## src/rtl/can_tx_mailbox.sv

```systemverilog
// Multi-mailbox CAN transmit scheduler: holds NUM_MBOX frames and offers the
// lowest-identifier pending frame to can_tx, with retry and abort handling.
module can_tx_mailbox #(
  parameter int NUM_MBOX    = 4,
  parameter int RETRY_LIMIT = 16,
  localparam int SW = $clog2(NUM_MBOX)
) (
  input  logic                clk,
  input  logic                RESET,
  input  logic                wr_en,
  input  logic [SW-1:0]       wr_sel,
  input  logic [10:0]         wr_id,
  input  logic [3:0]          wr_dlc,
  input  logic [63:0]         wr_data,
  input  logic [NUM_MBOX-1:0] abort,
  input  logic                tx_ack,
  input  logic                tx_done,
  input  logic                tx_arb_lost,
  input  logic                tx_error,
  output logic                tx_req,
  output logic [10:0]         tx_id,
  output logic [3:0]          tx_dlc,
  output logic [63:0]         tx_data,
  output logic [NUM_MBOX-1:0] pending,
  output logic [NUM_MBOX-1:0] done_pulse,
  output logic [NUM_MBOX-1:0] fail_pulse,
  output logic                wr_rej,
  output logic                busy,
  output logic [1:0]          dbg_state
);

  // Handshake: tx_req stays high with a stable frame until tx_ack is seen in
  // REQ; exactly one result pulse (done/error/arb_lost) is then consumed in ACTIVE.
  typedef enum logic [1:0] {
    S_IDLE   = 2'd0,
    S_SELECT = 2'd1,
    S_REQ    = 2'd2,
    S_ACTIVE = 2'd3
  } state_t;

  state_t              state_q, state_d;
  logic [SW-1:0]       cur_q, cur_d;
  logic                abort_lat_q, abort_lat_d;
  logic [NUM_MBOX-1:0] pending_q, pending_d;
  logic [7:0]          retry_q [NUM_MBOX];
  logic [7:0]          retry_d [NUM_MBOX];
  logic [10:0]         id_q    [NUM_MBOX];
  logic [10:0]         id_d    [NUM_MBOX];
  logic [3:0]          dlc_q   [NUM_MBOX];
  logic [3:0]          dlc_d   [NUM_MBOX];
  logic [63:0]         data_q  [NUM_MBOX];
  logic [63:0]         data_d  [NUM_MBOX];
  logic                tx_req_q, tx_req_d;
  logic [10:0]         tx_id_q, tx_id_d;
  logic [3:0]          tx_dlc_q, tx_dlc_d;
  logic [63:0]         tx_data_q, tx_data_d;
  logic [NUM_MBOX-1:0] done_pulse_q, done_pulse_d;
  logic [NUM_MBOX-1:0] fail_pulse_q, fail_pulse_d;
  logic                wr_rej_q, wr_rej_d;

  logic [NUM_MBOX-1:0] cur_oh;
  logic [NUM_MBOX-1:0] clr;
  logic                abort_cur;
  logic                owned;
  logic                sel_found;
  logic [SW-1:0]       sel_idx;
  logic [10:0]         sel_id;
  logic [3:0]          sel_dlc;
  logic [63:0]         sel_data;
  logic [63:0]         sel_data_masked;
  logic [7:0]          retry_cur;
  logic [8:0]          retry_inc;
  logic                exhausted;

  always_comb begin
    cur_oh = '0;
    for (int i = 0; i < NUM_MBOX; i++) cur_oh[i] = (cur_q == SW'(i));
    abort_cur = |(abort & cur_oh);
    owned     = (state_q == S_REQ) || (state_q == S_ACTIVE);

    // Lowest id wins; strict compare keeps the lowest index on ties.
    sel_found = 1'b0;
    sel_idx   = '0;
    sel_id    = '0;
    sel_dlc   = '0;
    sel_data  = '0;
    for (int i = 0; i < NUM_MBOX; i++) begin
      if (pending_q[i] && !abort[i] && (!sel_found || id_q[i] < sel_id)) begin
        sel_found = 1'b1;
        sel_idx   = SW'(i);
        sel_id    = id_q[i];
        sel_dlc   = dlc_q[i];
        sel_data  = data_q[i];
      end
    end
    // Byte b survives only when b < dlc; dlc 9..15 keeps all eight bytes.
    sel_data_masked = '0;
    for (int b = 0; b < 8; b++) begin
      if (4'(b) < sel_dlc) sel_data_masked[63-8*b -: 8] = sel_data[63-8*b -: 8];
    end

    retry_cur = '0;
    for (int i = 0; i < NUM_MBOX; i++) if (cur_oh[i]) retry_cur = retry_q[i];
    retry_inc = {1'b0, retry_cur} + 9'd1;
    exhausted = retry_inc > 9'(RETRY_LIMIT);
  end

  always_comb begin
    state_d      = state_q;
    cur_d        = cur_q;
    abort_lat_d  = abort_lat_q;
    retry_d      = retry_q;
    id_d         = id_q;
    dlc_d        = dlc_q;
    data_d       = data_q;
    tx_req_d     = tx_req_q;
    tx_id_d      = tx_id_q;
    tx_dlc_d     = tx_dlc_q;
    tx_data_d    = tx_data_q;
    done_pulse_d = '0;
    fail_pulse_d = '0;
    wr_rej_d     = 1'b0;
    clr          = '0;
    pending_d    = pending_q;

    case (state_q)
      S_IDLE: begin
        if (|pending_q) state_d = S_SELECT;
      end
      S_SELECT: begin
        if (sel_found) begin
          cur_d       = sel_idx;
          tx_id_d     = sel_id;
          tx_dlc_d    = sel_dlc;
          tx_data_d   = sel_data_masked;
          tx_req_d    = 1'b1;
          abort_lat_d = 1'b0;
          state_d     = S_REQ;
        end else begin
          state_d = S_IDLE;
        end
      end
      S_REQ: begin
        // An ack in the same cycle as abort wins: the engine already owns the
        // frame, so the abort is carried into ACTIVE instead.
        if (tx_ack) begin
          tx_req_d    = 1'b0;
          abort_lat_d = abort_cur;
          state_d     = S_ACTIVE;
        end else if (abort_cur) begin
          tx_req_d = 1'b0;
          clr      = cur_oh;
          state_d  = S_IDLE;
        end
      end
      S_ACTIVE: begin
        abort_lat_d = abort_lat_q | abort_cur;
        if (tx_done) begin
          clr          = cur_oh;
          done_pulse_d = cur_oh;
          state_d      = S_IDLE;
        end else if (tx_error) begin
          for (int i = 0; i < NUM_MBOX; i++) begin
            if (cur_oh[i]) retry_d[i] = retry_inc[8] ? 8'hFF : retry_inc[7:0];
          end
          if (abort_lat_q || abort_cur) begin
            clr = cur_oh;
          end else if (exhausted) begin
            clr          = cur_oh;
            fail_pulse_d = cur_oh;
          end
          state_d = S_IDLE;
        end else if (tx_arb_lost) begin
          if (abort_lat_q || abort_cur) clr = cur_oh;
          state_d = S_IDLE;
        end
      end
      default: state_d = S_IDLE;
    endcase

    for (int i = 0; i < NUM_MBOX; i++) begin
      if (abort[i] && !(owned && cur_oh[i])) clr[i] = 1'b1;
    end
    pending_d = pending_q & ~clr;

    // A write lands after aborts so that it wins over a same-cycle abort.
    for (int i = 0; i < NUM_MBOX; i++) begin
      if (wr_en && wr_sel == SW'(i)) begin
        if (owned && cur_oh[i]) begin
          wr_rej_d = 1'b1;
        end else begin
          id_d[i]      = wr_id;
          dlc_d[i]     = wr_dlc;
          data_d[i]    = wr_data;
          retry_d[i]   = '0;
          pending_d[i] = 1'b1;
        end
      end
    end
  end

  always_ff @(posedge clk or posedge RESET) begin
    if (RESET) begin
      state_q      <= S_IDLE;
      cur_q        <= '0;
      abort_lat_q  <= 1'b0;
      pending_q    <= '0;
      tx_req_q     <= 1'b0;
      tx_id_q      <= '0;
      tx_dlc_q     <= '0;
      tx_data_q    <= '0;
      done_pulse_q <= '0;
      fail_pulse_q <= '0;
      wr_rej_q     <= 1'b0;
      for (int i = 0; i < NUM_MBOX; i++) begin
        retry_q[i] <= '0;
        id_q[i]    <= '0;
        dlc_q[i]   <= '0;
        data_q[i]  <= '0;
      end
    end else begin
      state_q      <= state_d;
      cur_q        <= cur_d;
      abort_lat_q  <= abort_lat_d;
      pending_q    <= pending_d;
      tx_req_q     <= tx_req_d;
      tx_id_q      <= tx_id_d;
      tx_dlc_q     <= tx_dlc_d;
      tx_data_q    <= tx_data_d;
      done_pulse_q <= done_pulse_d;
      fail_pulse_q <= fail_pulse_d;
      wr_rej_q     <= wr_rej_d;
      for (int i = 0; i < NUM_MBOX; i++) begin
        retry_q[i] <= retry_d[i];
        id_q[i]    <= id_d[i];
        dlc_q[i]   <= dlc_d[i];
        data_q[i]  <= data_d[i];
      end
    end
  end

  assign tx_req     = tx_req_q;
  assign tx_id      = tx_id_q;
  assign tx_dlc     = tx_dlc_q;
  assign tx_data    = tx_data_q;
  assign pending    = pending_q;
  assign done_pulse = done_pulse_q;
  assign fail_pulse = fail_pulse_q;
  assign wr_rej     = wr_rej_q;
  assign busy       = (state_q != S_IDLE);
  assign dbg_state  = state_q;

endmodule

```

## config.mk

```make
export PLATFORM = sky130hd
export DESIGN_NAME = can_tx_mailbox
export DESIGN_NICKNAME = d
export VERILOG_FILES = /design/src/rtl/can_tx_mailbox.sv
export SDC_FILE = /design/constraint.sdc
export NUM_CORES = 1
export LEC_CHECK = 0
export CAP_MARGIN = 20
export CORE_MARGIN = 10
export CORE_UTILIZATION = 40
export CTS_CLUSTER_SIZE = 8
export DETAILED_ROUTE_END_ITERATION = 8
export MAX_ROUTING_LAYER = met4
export PLACE_DENSITY_LB_ADDON = 0.05
export SYNTH_ARGS = -nofsm -noshare
export SYNTH_HDL_FRONTEND = slang
export SYNTH_SLANG_ARGS = --single-unit
export TNS_END_PERCENT = 20
```

## constraint.sdc

```tcl
create_clock -name clk -period 16.49 [get_ports clk]
set_clock_uncertainty 0.05 [all_clocks]
set_input_delay 3.298 -clock clk [delete_from_list [all_inputs] [get_ports clk]]
set_output_delay 3.298 -clock clk [all_outputs]
set_load 0.005 [all_outputs]
```

# Word level (Yosys, flattened, before mapping)
# Cells that the tools add are included.
# op_classes
add_sub_neg,1
n_lt_le_gt_ge,12
n_eq_ne,14
muxes,97
bitwise_logic,8
n_reduce_logical,51
# ops
op,n
64-bit 2-to-1 mux,4
8-bit 2-to-1 mux,25
32-bit 2-to-1 mux,3
4-bit 2-to-1 mux,18
11-bit 2-to-1 mux,4
11-bit < comparator,3
1-bit 2-to-1 mux,30
1-bit logical AND,19
2-bit 2-to-1 mux,9
3-bit by 4-bit < comparator with 1-bit output (first input constant),4
2-bit == test (second input constant),6
1-bit zero test,11
2-bit AND reduction,5
8-bit by 1-bit adder with 9-bit output (second input constant),1
9-bit by 5-bit > comparator with 1-bit output (second input constant),1
3-bit AND reduction,3
4-bit bitwise AND,2
1-bit by 4-bit < comparator with 1-bit output (first input constant),2
2-bit by 4-bit < comparator with 1-bit output (first input constant),2
2-bit one-hot mux with 4 select lines,1
4-bit one-hot mux with 2 select lines,1
4-bit OR reduction,2
2-bit by 1-bit == test with 1-bit output (second input constant),3
2-bit zero test,3
other kinds (11),21
# totals
reg_bits,446
word_cells,210

# Logic depth before layout (Yosys ltp)
# depth
ltp_word,17
depth_mapped,38

# Worst setup path before layout
# Ideal clock, no wire load.
# synth_path
path_kind,input-to-reg
from,in abort[0]
to,reg tx_data_q[24] (netlist: tx_data[24])
setup_time_ns,0.066
arrival_ns,10.426
required_ns,16.374
setup_slack_ns,5.948
stages,36
path_cell_list,nor2b_1 -> clkbuf_1 -> clkbuf_1 -> nand2_1 -> ha_1 -> nand4_1 -> o221ai_1 -> a31o_2 -> o21ai_1 -> clkbuf_1 -> nor2_1 -> a21oi_1 -> ha_1 -> a21o_1 -> a21oi_1 -> nor2b_1 -> o32ai_1 -> o211a_1 -> buf_2 -> clkbuf_1 -> buf_1 -> nor2_1 -> a21oi_1 -> ha_1 -> a21o_1 -> a21o_1 -> a21o_1 -> a21o_1 -> a21oi_1 -> o21a_1 -> o311ai_1 -> a21oi_1 -> clkbuf_1 -> o31ai_1 -> nor3_4 -> a22o_1
# synth_between
elab_chain_len,17
elab_cells_between_ends,32
# synth_rtl
element,line_no,source
start: declaration,15,"input logic [NUM_MBOX-1:0] abort,"
1-bit zero test (*),88,if (pending_q[i] && !abort[i] && (!sel_found || id_q[i] < sel_id)) begin
1-bit logical AND (*),88,
11-bit 2-to-1 mux / 1-bit 2-to-1 mux (equally long branches),88,
11-bit < comparator / 1-bit zero test (equally long branches),88,
1-bit logical OR,88,
1-bit logical AND,88,
11-bit 2-to-1 mux / 1-bit 2-to-1 mux (equally long branches),88,
11-bit < comparator / 1-bit zero test (equally long branches),88,
1-bit logical OR,88,
1-bit logical AND,88,
11-bit 2-to-1 mux / 1-bit 2-to-1 mux (equally long branches),88,
11-bit < comparator / 1-bit zero test (equally long branches),88,
1-bit logical OR,88,
1-bit logical AND,88,
4-bit 2-to-1 mux,88,
3-bit by 4-bit < comparator with 1-bit output,99,if (4'(b) < sel_dlc) sel_data_masked[63-8*b -: 8] = sel_data[63-8*b -: 8];
8-bit 2-to-1 mux,99,
end signal: assignment,229,tx_data_q <= tx_data_d;
end: declaration,56,"logic [63:0] tx_data_q, tx_data_d;"
# Mark *: on every way between the ends. The rest lies on a longest branch, timed or not.
# A chain may end at the register's enable or synchronous reset.

# Worst setup path after layout
# layout_path
from,in abort[0]
to,reg tx_data_q[22] (netlist: tx_data[22])
# The elaborated chain is that of the path after synthesis.

==> results.sh <==
export IMPL_pwr_share_clk_pct=28.7
export IMPL_gr_usage_met1_pct=28.3
export IMPL_drv_cap=0
export IMPL_crit_fanout=70
export IMPL_drtPass1Iterations=5
export IMPL_synth_enable_flop_cells=0
export IMPL_fp_dieH_um=248
export IMPL_gr_usage_met3_pct=2.67
export IMPL_insertion_delay_ns=0.63
export IMPL_syn_inst=1988
export IMPL_yosysTopAreaCell="dfrtp_1"
export IMPL_synth_area_leaders="dfrtp_1, mux2_2, nand2_1"
export IMPL_crit_top_cell="a21o_1"
export IMPL_power_mw=3.82
export IMPL_grt_antenna_before_repair=0
export IMPL_grt_use_total_pct=20.7
export IMPL_power_density_nw_per_um2=153
export IMPL_vias_per_cell=5.66
export IMPL_ys_flop_type="dfrtp_1"
export IMPL_n_antenna_cell=0
export IMPL_hold_path_depth=2
export IMPL_switchingPower_mw=1.24
export IMPL_peakVddDrop_v=0.0000845
export IMPL_drc=0
export IMPL_finalSetupViolations=0
export IMPL_endpoint_kind="register"
export IMPL_cp_slowest_cell="buf_4"
export IMPL_async_reset_ff_share_pct=100
export IMPL_cts_htree_levels=2
export IMPL_ctsResizeCount=0
export IMPL_startpoint_type="input port"
export IMPL_yosysWarnings=0
export IMPL_hp_class="register to register"
export IMPL_setup_tns_ns=0
export IMPL_path_depth=31
export IMPL_ant_nets=0
export IMPL_rsz0062_at_grt="false"
export IMPL_synth_seq_cells=446
export IMPL_fp_dieW_um=248
export IMPL_initialDrtViolationCount=1026
export IMPL_synth_distinct_cells=64
export IMPL_rr_worst_depth=30
export IMPL_crit_type="input port to register"
export IMPL_grt_pass1_wl_mm=97.4
export IMPL_p_int_mw=2.58
export IMPL_combPwrFrac_pct=28.6
export IMPL_dp_hpwl_mm=38.6
export IMPL_ys_seq_area_share_pct=53.8
export IMPL_clock_sinks=446
export IMPL_seqPwrFrac_pct=42.7
export IMPL_place_gp_congestion=0.844
export IMPL_slew_viol_final=0
export IMPL_root_buffer="clkbuf_16"
export IMPL_fillers=4743
export IMPL_grt_remaining_overflow=0
export IMPL_max_clock_freq_ghz=0.0758
export IMPL_gr_usage_met2_pct=32.1
export IMPL_synth_nets=2111
export IMPL_vias=15900
export IMPL_crit_required_ns=17.00
export IMPL_syn_avg_cell_area_um2=10.4
export IMPL_critPathArrivalTime_ns=13.70
export IMPL_path_buf_inv=4
export IMPL_final_nets=2256
export IMPL_syn2layout_area_growth_pct=20.0
export IMPL_dieArea_um2=61400
export IMPL_cp_top_family="compound AO/OA/AOI/OAI gates"
export IMPL_cts_buffer_depth=3
export IMPL_synth_top_area_share_pct=53.8
export IMPL_cts_hold_buf=0
export IMPL_slew_headroom_pct=30.7
export IMPL_yosysMostFrequentCell="dfrtp_1"
export IMPL_drt_wl_total_mm=62.3
export IMPL_initial_core_util_pct=40.4
export IMPL_worstMarginPinSlew_ns=1.04
export IMPL_synth_cells_most_frequent="dfrtp_1, nand2_1, mux2_2"
export IMPL_clkTransAtPathRegs_ns=0.05
export IMPL_row_count=83
export IMPL_core_area_um2=51400
export IMPL_fin_crit_sh_pct=80.0
export IMPL_status="finished, final reports clean"
export IMPL_switching_share_pct=32.4
export IMPL_grt_max_degree=86
export IMPL_crit_path_max_incr_delay_ns=0.84
export IMPL_synth_area_um2=20800
export IMPL_grt_busiest_layer="met2"
export IMPL_wl_per_cell_um=22.1
export IMPL_fin_crit_ns=13.19
export IMPL_drive_above_1_share_pct=17.8
export IMPL_post_cts_buffers=0
export IMPL_cts_buffers=61
export IMPL_p_leak_nw=10.5
export IMPL_portBuffers=187
export IMPL_reg2reg_setup_slack_ns=6.04
export IMPL_finalHoldViolCount=0
export IMPL_cts_tree="yes"
export IMPL_ios=188
export IMPL_grt_pass1_vias=16300
-- power groups by stage --
stage | Clock, mW | Sequential [mW] | Combinational, mW
global route | 1.18 | 1.67 | 1.21
CTS | 1.13 | 1.63 | 1.10
detailed placement | 0 | 1.65 | 1.10
finish | 1.10 | 1.63 | 1.09
global placement | 0 | 1.64 | 1.08
floorplan | 0 | 1.58 | 0.689
-- registers in the layout (all words and copies together), names as in the netlist --
name         cells
dlc_q           16
retry_q         32
data_q         256
pending          4
fail_pulse       4
done_pulse       4
abort_lat_q      1
cur_q            2
tx_data         64
id_q            44
tx_dlc           4
dbg_state        2
tx_id           11
wr_rej           1
tx_req           1
-- metrics by stage --
step           hold WS (ns)  std cells  worst slack (ns)  cell area (um^2)  util, %
6_report              0.421       2816              3.30             24900     48.5
5_1_grt               0.435       2816              2.74             24900     48.5
4_1_cts               0.424       2813              3.42             24900     48.4
3_5_place_dp          0.412       2747              2.75             23300     45.3
3_3_place_gp          0.407       2745              3.01             23300     45.3
2_1_floorplan         0.395       1988             0.713             20800        -
-- cell usage in the layout, fill, tap and decap left out, drive strengths merged, types with 3 or more instances in the layout --
master         Yosys  final
or2                3      3
clkdlybuf4s50      0    187
a31o               6      6
nand3            144    144
mux2i             10     10
nor2b              7      7
nor3b              3      3
o22ai             11     11
o211ai            21     21
mux4               9      9
o21ai             66     66
a22o              32     32
a31oi             26     26
a21o               7      7
nand2            388    388
o31ai              6      6
and3               7      7
a21oi            135    135
dfrtp            446    446
nand2b             8      8
o21a               4      4
xor2               4      4
nor4               4      4
or3               10     10
o2111ai            9      9
a211oi            47     47
a32o               8      8
ha                31     31
mux2             237    237
clkbuf           116     63
buf               23     34
nand4              6      6
inv                7     10
nor2             118    118
nor3              10     10
-- layout make-up --
type	instances	area, um^2	area share, %
Multi-Input combinational cell	1396	9150	36.7
Tap cell	680	851	3.41
Clock buffer	63	1530	6.16
Inverter	7	33.8	0.136
Sequential cell	446	11200	44.8
Clock inverter	3	37.5	0.151
Timing Repair Buffer	221	2160	8.66
-- worst paths after layout --
| path | startpoint | endpoint |
|---|---|---|
| min in group asynchronous | RESET | data_q[240] |
| max in group asynchronous | RESET | data_q[8] |
| worst min register to register | data_q[234] | data_q[234] |
| worst max-delay path | abort[0] | tx_data[22] |
| worst min-delay path | data_q[234] | data_q[234] |
| worst max register to register | pending[0] | tx_data[22] |
-- cells by family after synthesis --
logic type	share of synthesized area [%]
AND/OR/NAND/NOR	14.7
XOR/XNOR	0.253
buffers and inverters	2.76
adder cells (fa/ha/maj)	1.87
multiplexers	14.3
flip-flops	53.8
AO/OA/AOI/OAI	12.4
-- layer usage --
metal / part of all wire, % / vias to the layer above / wire [um]
li1: - / 7288 / -
met1: 47 / 8178 / 29300
met3: 4.3 / 80 / 2690
met5: 0 / - / 0
met2: 47 / 389 / 29100
met4: 1.9 / 0 / 1160
-- worst reg2reg max path, delay by kind of cell (launching register included) --
family          cells  cell delay (ns)
compound gates     18             4.20
fa+ha+maj           3             0.91
buf+inv             3             2.09
flops               1             0.48
simple gates        6             2.67
(Power assumes the default switching activity.)
